**config.mk**
```make
export PLATFORM = sky130hd
export DESIGN_NAME = booth_mac_sequencer
export DESIGN_NICKNAME = d
export VERILOG_FILES = /design/src/rtl/booth_mac_sequencer.sv
export SDC_FILE = /design/constraint.sdc
export NUM_CORES = 1
export LEC_CHECK = 0
export BUFFER_PORTS_ARGS = -buffer_cell sky130_fd_sc_hd__buf_2
export CAP_MARGIN = 25
export CELL_PAD_IN_SITES_DETAIL_PLACEMENT = 0
export CELL_PAD_IN_SITES_GLOBAL_PLACEMENT = 1
export CORE_MARGIN = 4
export CORE_UTILIZATION = 45
export DETAILED_ROUTE_END_ITERATION = 10
export PLACE_DENSITY = 0.95
export SYNTH_ARGS = -nofsm -noshare
export SYNTH_HDL_FRONTEND = slang
export SYNTH_SLANG_ARGS = --single-unit
```
**constraint.sdc**
```tcl
create_clock -name clk -period 40.4 [get_ports clk]
set_input_delay 4.04 -clock clk [delete_from_list [all_inputs] [get_ports clk]]
set_output_delay 4.04 -clock clk [all_outputs]
set_load 0.005 [all_outputs]
```
**src/rtl/booth_mac_sequencer.sv**
```systemverilog
// Valid/ready control stage around a signed Booth multiplier: issues operand pairs,
// accumulates products into a guard-extended accumulator. Define MAC_SAT_EN to clamp on overflow.
module booth_mac_sequencer #(
    parameter int N     = 64,
    parameter int G     = 8,
    parameter int CNT_W = 16
) (
    input  logic               clk,
    input  logic               rst,
    input  logic               in_valid,
    output logic               in_ready,
    input  logic [N-1:0]       in_a,
    input  logic [N-1:0]       in_b,
    input  logic               in_last,
    output logic               mul_start,
    output logic [N-1:0]       mul_multiplicand,
    output logic [N-1:0]       mul_multiplier,
    input  logic [2*N-1:0]     mul_product,
    input  logic               mul_done,
    output logic               out_valid,
    input  logic               out_ready,
    output logic [2*N+G-1:0]   out_acc,
    output logic [CNT_W-1:0]   out_count,
    output logic               out_ovf
);

    localparam int ACC_W = 2*N + G;
    localparam logic signed [ACC_W-1:0] ACC_MAX = {1'b0, {(ACC_W-1){1'b1}}};
    localparam logic signed [ACC_W-1:0] ACC_MIN = {1'b1, {(ACC_W-1){1'b0}}};

    typedef enum logic [2:0] {IDLE, ISSUE, WAIT, ACCUM, OUT} state_e;

    state_e                    state_q, state_d;
    logic [N-1:0]              a_q, b_q;
    logic                      last_q;
    logic                      done_q;
    logic signed [2*N-1:0]     prod_q;
    logic signed [ACC_W-1:0]   acc_q, acc_d;
    logic [CNT_W-1:0]          count_q, count_d;
    logic                      ovf_q, ovf_d;

    logic                      accept;
    logic                      completion;
    logic signed [ACC_W-1:0]   prod_ext;
    logic signed [ACC_W-1:0]   sum;
    logic                      add_ovf;

    assign accept     = in_valid && in_ready;
    // done may be left high by the previous operation, so only a rising edge counts
    assign completion = mul_done && !done_q;

    always_comb begin
        prod_ext = ACC_W'(prod_q);
        sum      = acc_q + prod_ext;
        add_ovf  = (acc_q[ACC_W-1] == prod_ext[ACC_W-1]) && (sum[ACC_W-1] != acc_q[ACC_W-1]);
    end

    // NOTE: every output of a combinational block gets a default first so no latch is inferred.
    always_comb begin
        state_d   = state_q;
        in_ready  = 1'b0;
        mul_start = 1'b0;
        out_valid = 1'b0;
        case (state_q)
            IDLE: begin
                in_ready = !rst;
                if (in_valid && !rst) state_d = ISSUE;
            end
            ISSUE: begin
                mul_start = 1'b1;
                state_d   = WAIT;
            end
            WAIT: begin
                if (completion) state_d = ACCUM;
            end
            ACCUM: begin
                state_d = last_q ? OUT : IDLE;
            end
            OUT: begin
                out_valid = 1'b1;
                if (out_ready) state_d = IDLE;
            end
            default: state_d = IDLE;
        endcase
    end

    always_comb begin
        acc_d   = acc_q;
        count_d = count_q;
        ovf_d   = ovf_q;
        if (state_q == ACCUM) begin
            acc_d = sum;
`ifdef MAC_SAT_EN
            if (add_ovf) acc_d = acc_q[ACC_W-1] ? ACC_MIN : ACC_MAX;
`endif
            ovf_d   = ovf_q || add_ovf;
            count_d = (&count_q) ? count_q : count_q + CNT_W'(1);
        end else if (state_q == OUT && out_ready) begin
            acc_d   = '0;
            count_d = '0;
            ovf_d   = 1'b0;
        end
    end

    // NOTE: state registers use non-blocking assignments and the async reset clears every one.
    always_ff @(posedge clk or posedge rst) begin
        if (rst) begin
            state_q <= IDLE;
            a_q     <= '0;
            b_q     <= '0;
            last_q  <= 1'b0;
            done_q  <= 1'b0;
            prod_q  <= '0;
            acc_q   <= '0;
            count_q <= '0;
            ovf_q   <= 1'b0;
        end else begin
            state_q <= state_d;
            done_q  <= mul_done;
            if (accept) begin
                a_q    <= in_a;
                b_q    <= in_b;
                last_q <= in_last;
            end
            if (state_q == WAIT && completion) prod_q <= mul_product;
            acc_q   <= acc_d;
            count_q <= count_d;
            ovf_q   <= ovf_d;
        end
    end

    assign mul_multiplicand = a_q;
    assign mul_multiplier   = b_q;
    assign out_acc          = acc_q;
    assign out_count        = count_q;
    assign out_ovf          = ovf_q;

endmodule

```
Yosys cells after proc, flatten, opt, wreduce, memory -nomap -nowiden
Index checks and enable logic that the tools add are counted.
- add/subtract/negate cells: 2
- multiplexer cells: 15
- reduce and logical (&&, ||, !) cells: 14
- eq/ne operators: 10
- operator list (operator ; number):
    2-to-1 mux 136 bit ; 2
    adder 136 x 128 -> 136 bit ; 1
    2-to-1 mux 16 bit ; 3
    adder 16 x 1 -> 16 bit, second input constant ; 1
    AND reduction 16 bit ; 1
    case mux 3 bit (5 select lines) ; 1
    2-to-1 mux 3 bit ; 4
    inequality test 2 bit, second input constant ; 4
    equality test 3 x 2 -> 1 bit, second input constant ; 2
    logical AND 1 bit ; 6
    2-to-1 mux 1 bit ; 5
    equality test 3 x 1 -> 1 bit, second input constant ; 1
    equality test 3 bit, second input constant ; 1
    zero test 3 bit ; 1
    AND reduction 3 bit ; 1
    zero test 1 bit ; 2
    AND reduction 2 bit ; 1
    nonzero test 2 bit ; 1
    equality test 1 bit ; 1
    logical OR 1 bit ; 1
    inequality test 1 bit ; 1
- register bits: 414
- output and inout port bits: 284
- logic and storage cells: 50

Depth between registers and ports, before layout
Gate-level depths: netlist (run 1).
- depth after elaboration: 5
- gate-level depth with buffers: 15
- gate-level depth less buffers: 15

Least setup slack after synthesis (run 1)
Ideal clock, no wire load.
- path type: input to output
- start point: input rst
- end point: output in_ready
- data required time: 36360 ps
- path buffers: 0
- slack: 32038 ps
- stages: 1
- arrival: 4322 ps
- path through: nor4_1
- word-level cells in the longest chain between the ends: 2
- RTL lines (item ; line ; source):
    from (decl) ; 9 ; input logic rst,
    zero test 1 bit (no source line) ; n/a ;
    2-to-1 mux 1 bit ; 64 ; case (state_q)
    to (decl) ; 11 ; output logic in_ready,
Every way passes these cells.

Worst setup path in the final report (run 1)
Same ends and word-level chain as after synthesis.

==> metrics.txt, run 1 <==
crit start category=input pin; switching power=1.33 mW; std cell rows=between 80 and 90; post-synth top area share=around 43%; CP dominant cell by count=buf_2; combinational power share=between 50 and 60%; grt ovf=0; Cells after Synth=2520; root buf cell=clkbuf_16; Synthesis Warnings=0; DR vias/cell=5.76; top post-synthesis cells by count=dfrtp_1, mux2_2, nand2_1; Die Wd=between 200 and 250 microns; vias in the first global route=between 20000 and 25000; vias=approximately 21000; Core Footprint=between 50000 and 60000 sq um; PwrDens=100 nW/um^2; Synth area leader=dfrtp_1; status=completed; Pint=approximately 1.6 mW; GRT Total Usage=about a quarter; final hold violations=0; TritonCTS clock tree=yes; die height=between 200 and 250 microns; crit-path max FO=3; r2r worst-path depth=15; Sequential Power Share=a little over a quarter; TritonCTS buffer count=46; LEAKAGE=between 10 and 15 nW; number of H-tree levels=2; CP Capture Type=output pin; Yosys cell types=73; Net count, final=3388; synthesized cell area=24300 sq um; TritonRoute pass-1 iters=6; post-CTS sizing=0; Iteration-0 DRC Markers=~1500; final std cells w/o fill=between 3000 and 4000; Starting Density=45.8%; register area share after synthesis=42.6%; RSZ-0062 raised after global routing=no; # setup viols final=0; final core utilization=a little under three fifths; clock group share of total power=15.5%; Final HPWL DP=61100 microns; Hold/Removal Path Class=register to register; syn nets=~3000; Synth Register Bits=roughly 410; Setup Crit Path Kind=input pin to output pin; Max clock buf depth=3; P&R area growth vs syn=20.1%; f_max=about 0.11 GHz; DRT antenna net count=0; Rel. slew slack=between 20 and 30%; Worst-path clk slew=approximately 0.060 ns; I/O pin total=546; clock skew=between 0.01 and 0.015 ns; most area-consuming cells after synthesis=dfrtp_1, mux2_2, ha_1; GP Congestion=around 0.94; CP Depth=3; drt total wl=slightly below 80000 microns; routed len/inst=roughly 21 microns; Net Sw Frac=between 40 and 50%; IO buf count=about 550; CP bufs+invs=2; initial antenna violation count=17; first-pass GRT wire length=121000 microns; crit share post-route=between 20 and 25%; average cell area after synthesis=9.65 sq um; # clock sinks=414; Fill cells=4630; clock latency on the worst-skew pair=approximately 0.58 ns; slowest library cell on the worst path=nor4_1; Critical Path Max Stage Delay=around 0.57 ns; Post-CTS Setup Inserts=0; largest net degree at the start of global routing=192; share of cells above drive strength 1=30.7%; Worst Path Required=around 36 ns; Die ar.=slightly below 60000 sq um; CP arrival=about 5 ns; Async SR Flop Fraction=100%; hold buffers post-CTS=0; DRC viols=0; setup_tns=0 ns; critical path's top delay family=simple AND/OR/NAND/NOR gates; min Tclk post-route=roughly 9 ns; top-count cell post-synth=dfrtp_1; Post-synth EDFFs=0; Slew @ Worst Pin=roughly 1.1 ns; CP Cell Sequence=buf_2 > nor4_1 > buf_2; Post-synth top flop=dfrtp_1; Max Cap Violations=0; Peak VDD IR=0.0000546 V; Placed Cells=approximately 3600; hold depth=1; count of final max-slew check failures=0; Design Power=between 2 and 3 mW
[placed cells by master, fill, tap and decap left out, drive strengths merged, types with 5 or more instances in the layout]
master    n
buf     561
dfrtp   414
mux2    258
nand2   257
o21ai   244
a21oi   218
nor2    142
ha      136
xnor2    77
nand3    76
nand4    68
inv      63
clkbuf   60
xor2     59
a21o     56
o21bai   45
nor3     41
a31oi    29
and3     16
or3      14
and2     13
o211ai   13
o21a     13
o31ai    13
nor2b    12
or2      10
nand2b    9
a221oi    9
diode     8
bufinv    8
a211oi    7
a211o     6
a21boi    6
nor4      5
and4      5
a221o     5
clkinv    5
[kinds of logic after synthesis]
logic type	after synthesis	share of synthesized area, %
XOR/XNOR	136	4.90
flip-flops	414	42.6
multiplexers	262	12.1
AO/OA/AOI/OAI	695	17.2
AND/OR/NAND/NOR	678	12.9
buffers and inverters	198	3.22
adder cells (fa/ha/maj)	137	7.08
[sequential cells by signal, indices dropped and copies added (netlist names)]
| register | cells |
|---|---|
| out_acc | 136 |
| done_q | 1 |
| prod_q | 128 |
| last_q | 1 |
| out_ovf | 1 |
| state_q | 3 |
| mul_multiplicand | 64 |
| out_count | 16 |
| mul_multiplier | 64 |
[power by group through the flow]
stage | Combinational (mW) | Clock [mW] | Sequential, mW
after floorplan | 1.16 | 0 | 0.742
after global placement | 1.64 | 0 | 0.764
after detailed placement | 1.67 | 0 | 0.775
after CTS | 1.68 | 0.464 | 0.772
after global routing | 1.86 | 0.481 | 0.795
final | 1.70 | 0.453 | 0.773
[layout make-up]
cell class	count	area [sq um]	share of cell area, %
clock inverter	22	365	1.25
sequential	414	10400	35.5
antenna	8	20.0	0.0685
clock buffer	60	1260	4.32
timing repair buffer	561	2920	9.99
tap	688	861	2.95
multi-input combinational	1908	13200	45.2
inverter	58	225	0.771
[per-stage QoR]
stage               cell area [sq um]  hold slack [ns]  setup WS, ns
detailed placement              27500            0.487         31.27
global route                    29200            0.514         31.18
global placement                27500            0.483         31.19
CTS                             29100            0.505         31.26
finish                          29200            0.500         31.33
floorplan                       24300            0.444         24.84
[per-layer routing]
metal | vias up | track usage, % | part of all wire [%]
li1 | 10000 | - | -
met2 | 842 | 46.3 | 50
met5 | - | 0 | 0.078
met4 | 10 | 9.85 | 4.0
met3 | 155 | 5.51 | 6.8
met1 | 10400 | 32.3 | 39
[path summary, 6_finish.rpt]
check                                      to  slack (ns)                from
max                                  in_ready       31.33                 rst
min                        mul_multiplier[43]        0.50  mul_multiplier[43]
max reg2reg                      out_acc[114]       35.80          out_acc[0]
min reg2reg                mul_multiplier[43]        0.50  mul_multiplier[43]
max in group asynchronous         out_acc[95]       34.83                 rst
min in group asynchronous          state_q[2]        3.69                 rst
Power figures use the tool's default switching activity.
==> run 2, diff against run 1 <==
- ABC_AREA: not set -> 1
- CORE_UTILIZATION: 45 -> 37
- PLACE_DENSITY: 0.95 -> 0.88
- clock period: 40.4 -> 7.4 ns (I/O delays scaled with it)
==> metrics.txt, run 2 <==
commonest non-fill, non-tap cell in the layout=nand2_1; Max clock buf depth=3; status=completed; setup_tns=0 ns; r2r setup slk=4.34 ns; combinational power share=between 60% and 70%; top-count cell post-synth=nand2_1; clock group share of total power=between 10 and 15%; Synthesis Warnings=0; I/O pin total=546; Setup Crit Path Kind=register to register; reg2reg end=out_acc[112]; TritonCTS clock tree=yes; P&R area growth vs syn=19.3%; DRC viols=0; r2r worst-path depth=17; most area-consuming cells after synthesis=dfrtp_1, nand2_1, mux2_2; final core utilization=roughly 45%; max reg flops=136; LEAKAGE=18.7 nW; average cell area after synthesis=7.08 sq um; DRT antenna net count=0; clock skew=approximately 0.048 ns; crit start category=register; vias in the first global route=about 28000; Yosys cell types=between 40 and 50; top post-synthesis cells by count=nand2_1, inv_1, dfrtp_1; PwrDens=roughly 510 nW/um^2; CP arrival=~3.6 ns; root buf cell=clkbuf_16; DR vias/cell=approximately 5; Peak VDD IR=around 0.00028 V; number of H-tree levels=2; TritonRoute pass-1 iters=5; Net count, final=between 5000 and 6000; most frequent cells in the layout=nand2_1, inv_1, buf_2, dfrtp_1, nor2_1; share of cells above drive strength 1=between 20% and 30%; std cell rows=just over 100; Final HPWL DP=95800 microns; final hold violations=0; Max Cap Violations=0; post-route cell area=around 34000 sq um; Placed Cells=around 5600; f_max=between 0.3 and 0.4 GHz; min Tclk post-route=approximately 3 ns; Post-synth top flop=dfrtp_1; GP Congestion=between 1 and 1.5; Sequential Power Share=between 20% and 30%; # setup viols final=0; Net Sw Frac=51.4%; Worst-path clk slew=around 0.070 ns; Design Power=between 15 and 20 mW; CP Capture Type=register; grt ovf=0; RSZ-0062 raised after global routing=no; switching power=a little over 9 mW; TritonCTS buffer count=48; drt total wl=~120000 microns; largest net degree at the start of global routing=~160; syn nets=4475; Worst Hold Launch=mul_done; Final WS setup=between 4 and 5 ns; r2r startpoint=out_acc[0]; Worst Path Required=between 7 and 8 ns; post-CTS sizing=0; hold depth=1; Hold/Removal Path Class=input pin to register; Starting Density=between 30% and 40%; first-pass GRT wire length=~170000 microns; synthesized cell area=28800 sq um; Fin Hold WS=roughly 0.24 ns; Rel. slew slack=between 30% and 40%; Post-synth EDFFs=0; clock latency on the worst-skew pair=0.64 ns; Synth Register Bits=approximately 410; hold buffers post-CTS=0; vias=about 28000; Core Footprint=77300 sq um; Post-CTS Setup Inserts=0; initial antenna violation count=2; crit share post-route=~41%; die height=287 microns; Min-Delay Endpoint=done_q; count of final max-slew check failures=0; final std cells w/o fill=5700; DP Worst Slack=between 4 and 5 ns; # clock sinks=414; Pint=8.59 mW; Async SR Flop Fraction=100%; Die ar.=just over 80000 sq um; DP Area=around 33000 sq um; post-synth top area share=~36%; Iteration-0 DRC Markers=approximately 2100; register area share after synthesis=35.9%; Cells after Synth=about 4000; Synth area leader=dfrtp_1; Slew @ Worst Pin=~1 ns; GRT Total Usage=27.3%; IO buf count=between 500 and 600; routed len/inst=20.4 microns; Die Wd=around 290 microns; crit-path max FO=5
-- run 2: worst max-delay path by stage --
stage	start	endpoint	slack (ns)	cells after the start
floorplan	rst	state_q[0]	0.42	3
global placement	mul_done	prod_q[100]	4.26	6
detailed placement	mul_done	prod_q[84]	4.22	6
CTS	out_acc[0]	out_acc[92]	4.47	19
global route	out_acc[0]	out_acc[92]	4.16	19
finish	out_acc[0]	out_acc[112]	4.34	17
-- run 2: layout make-up --
cell class | count | area, sq um
fillers | 8202 | 42900
well taps | 1040 | 1300
inverters | 664 | 2500
flip-flops and latches | 414 | 10400
repair buffers | 554 | 2820
clock inverters | 27 | 433
multi-input cells | 2940 | 15700
diodes | 2 | 5.00
clock buffers | 59 | 1310
-- run 2: power groups by stage --
stage	registers, mW	clock network, mW	logic [mW]
3_5_place_dp	4.26	0	10.7
2_1_floorplan	4.08	0	6.72
6_report	4.24	2.63	10.8
4_1_cts	4.25	2.69	10.7
3_3_place_gp	4.21	0	10.6
5_1_grt	4.37	2.78	11.9
-- run 2: metal layers --
metal,up-vias,track usage (%),routed length [microns]
met2,931,47.9,56800
met5,-,0,0
li1,13900,-,-
met1,13300,33.7,47100
met4,0,9.71,4730
met3,213,4.48,7420
-- run 2: cells by family after synthesis --
logic type      Yosys count  synth area share, %
compound gates          469                 8.64
flops                   414                 35.9
mux                     255                 9.95
simple gates           2063                 29.3
xor+xnor                 16                0.486
buf+inv                 722                 9.79
fa+ha+maj               137                 5.97
-- run 2: critical path, stage by stage, from the launching register on --
cell and delay [ns]:
dfrtp_1 0.38, ha_1 0.23, inv_1 0.07, fa_1 0.36, inv_1 0.14, nand3_1 0.10, nand3_1 0.16, nand2_1 0.09
nand3_2 0.11, nand2_1 0.07, nand2_2 0.13, nand2_1 0.08, nand3b_1 0.36, nand3_1 0.34, nand2_1 0.15, nand2_1 0.06
nand3_1 0.07, nand2_1 0.06
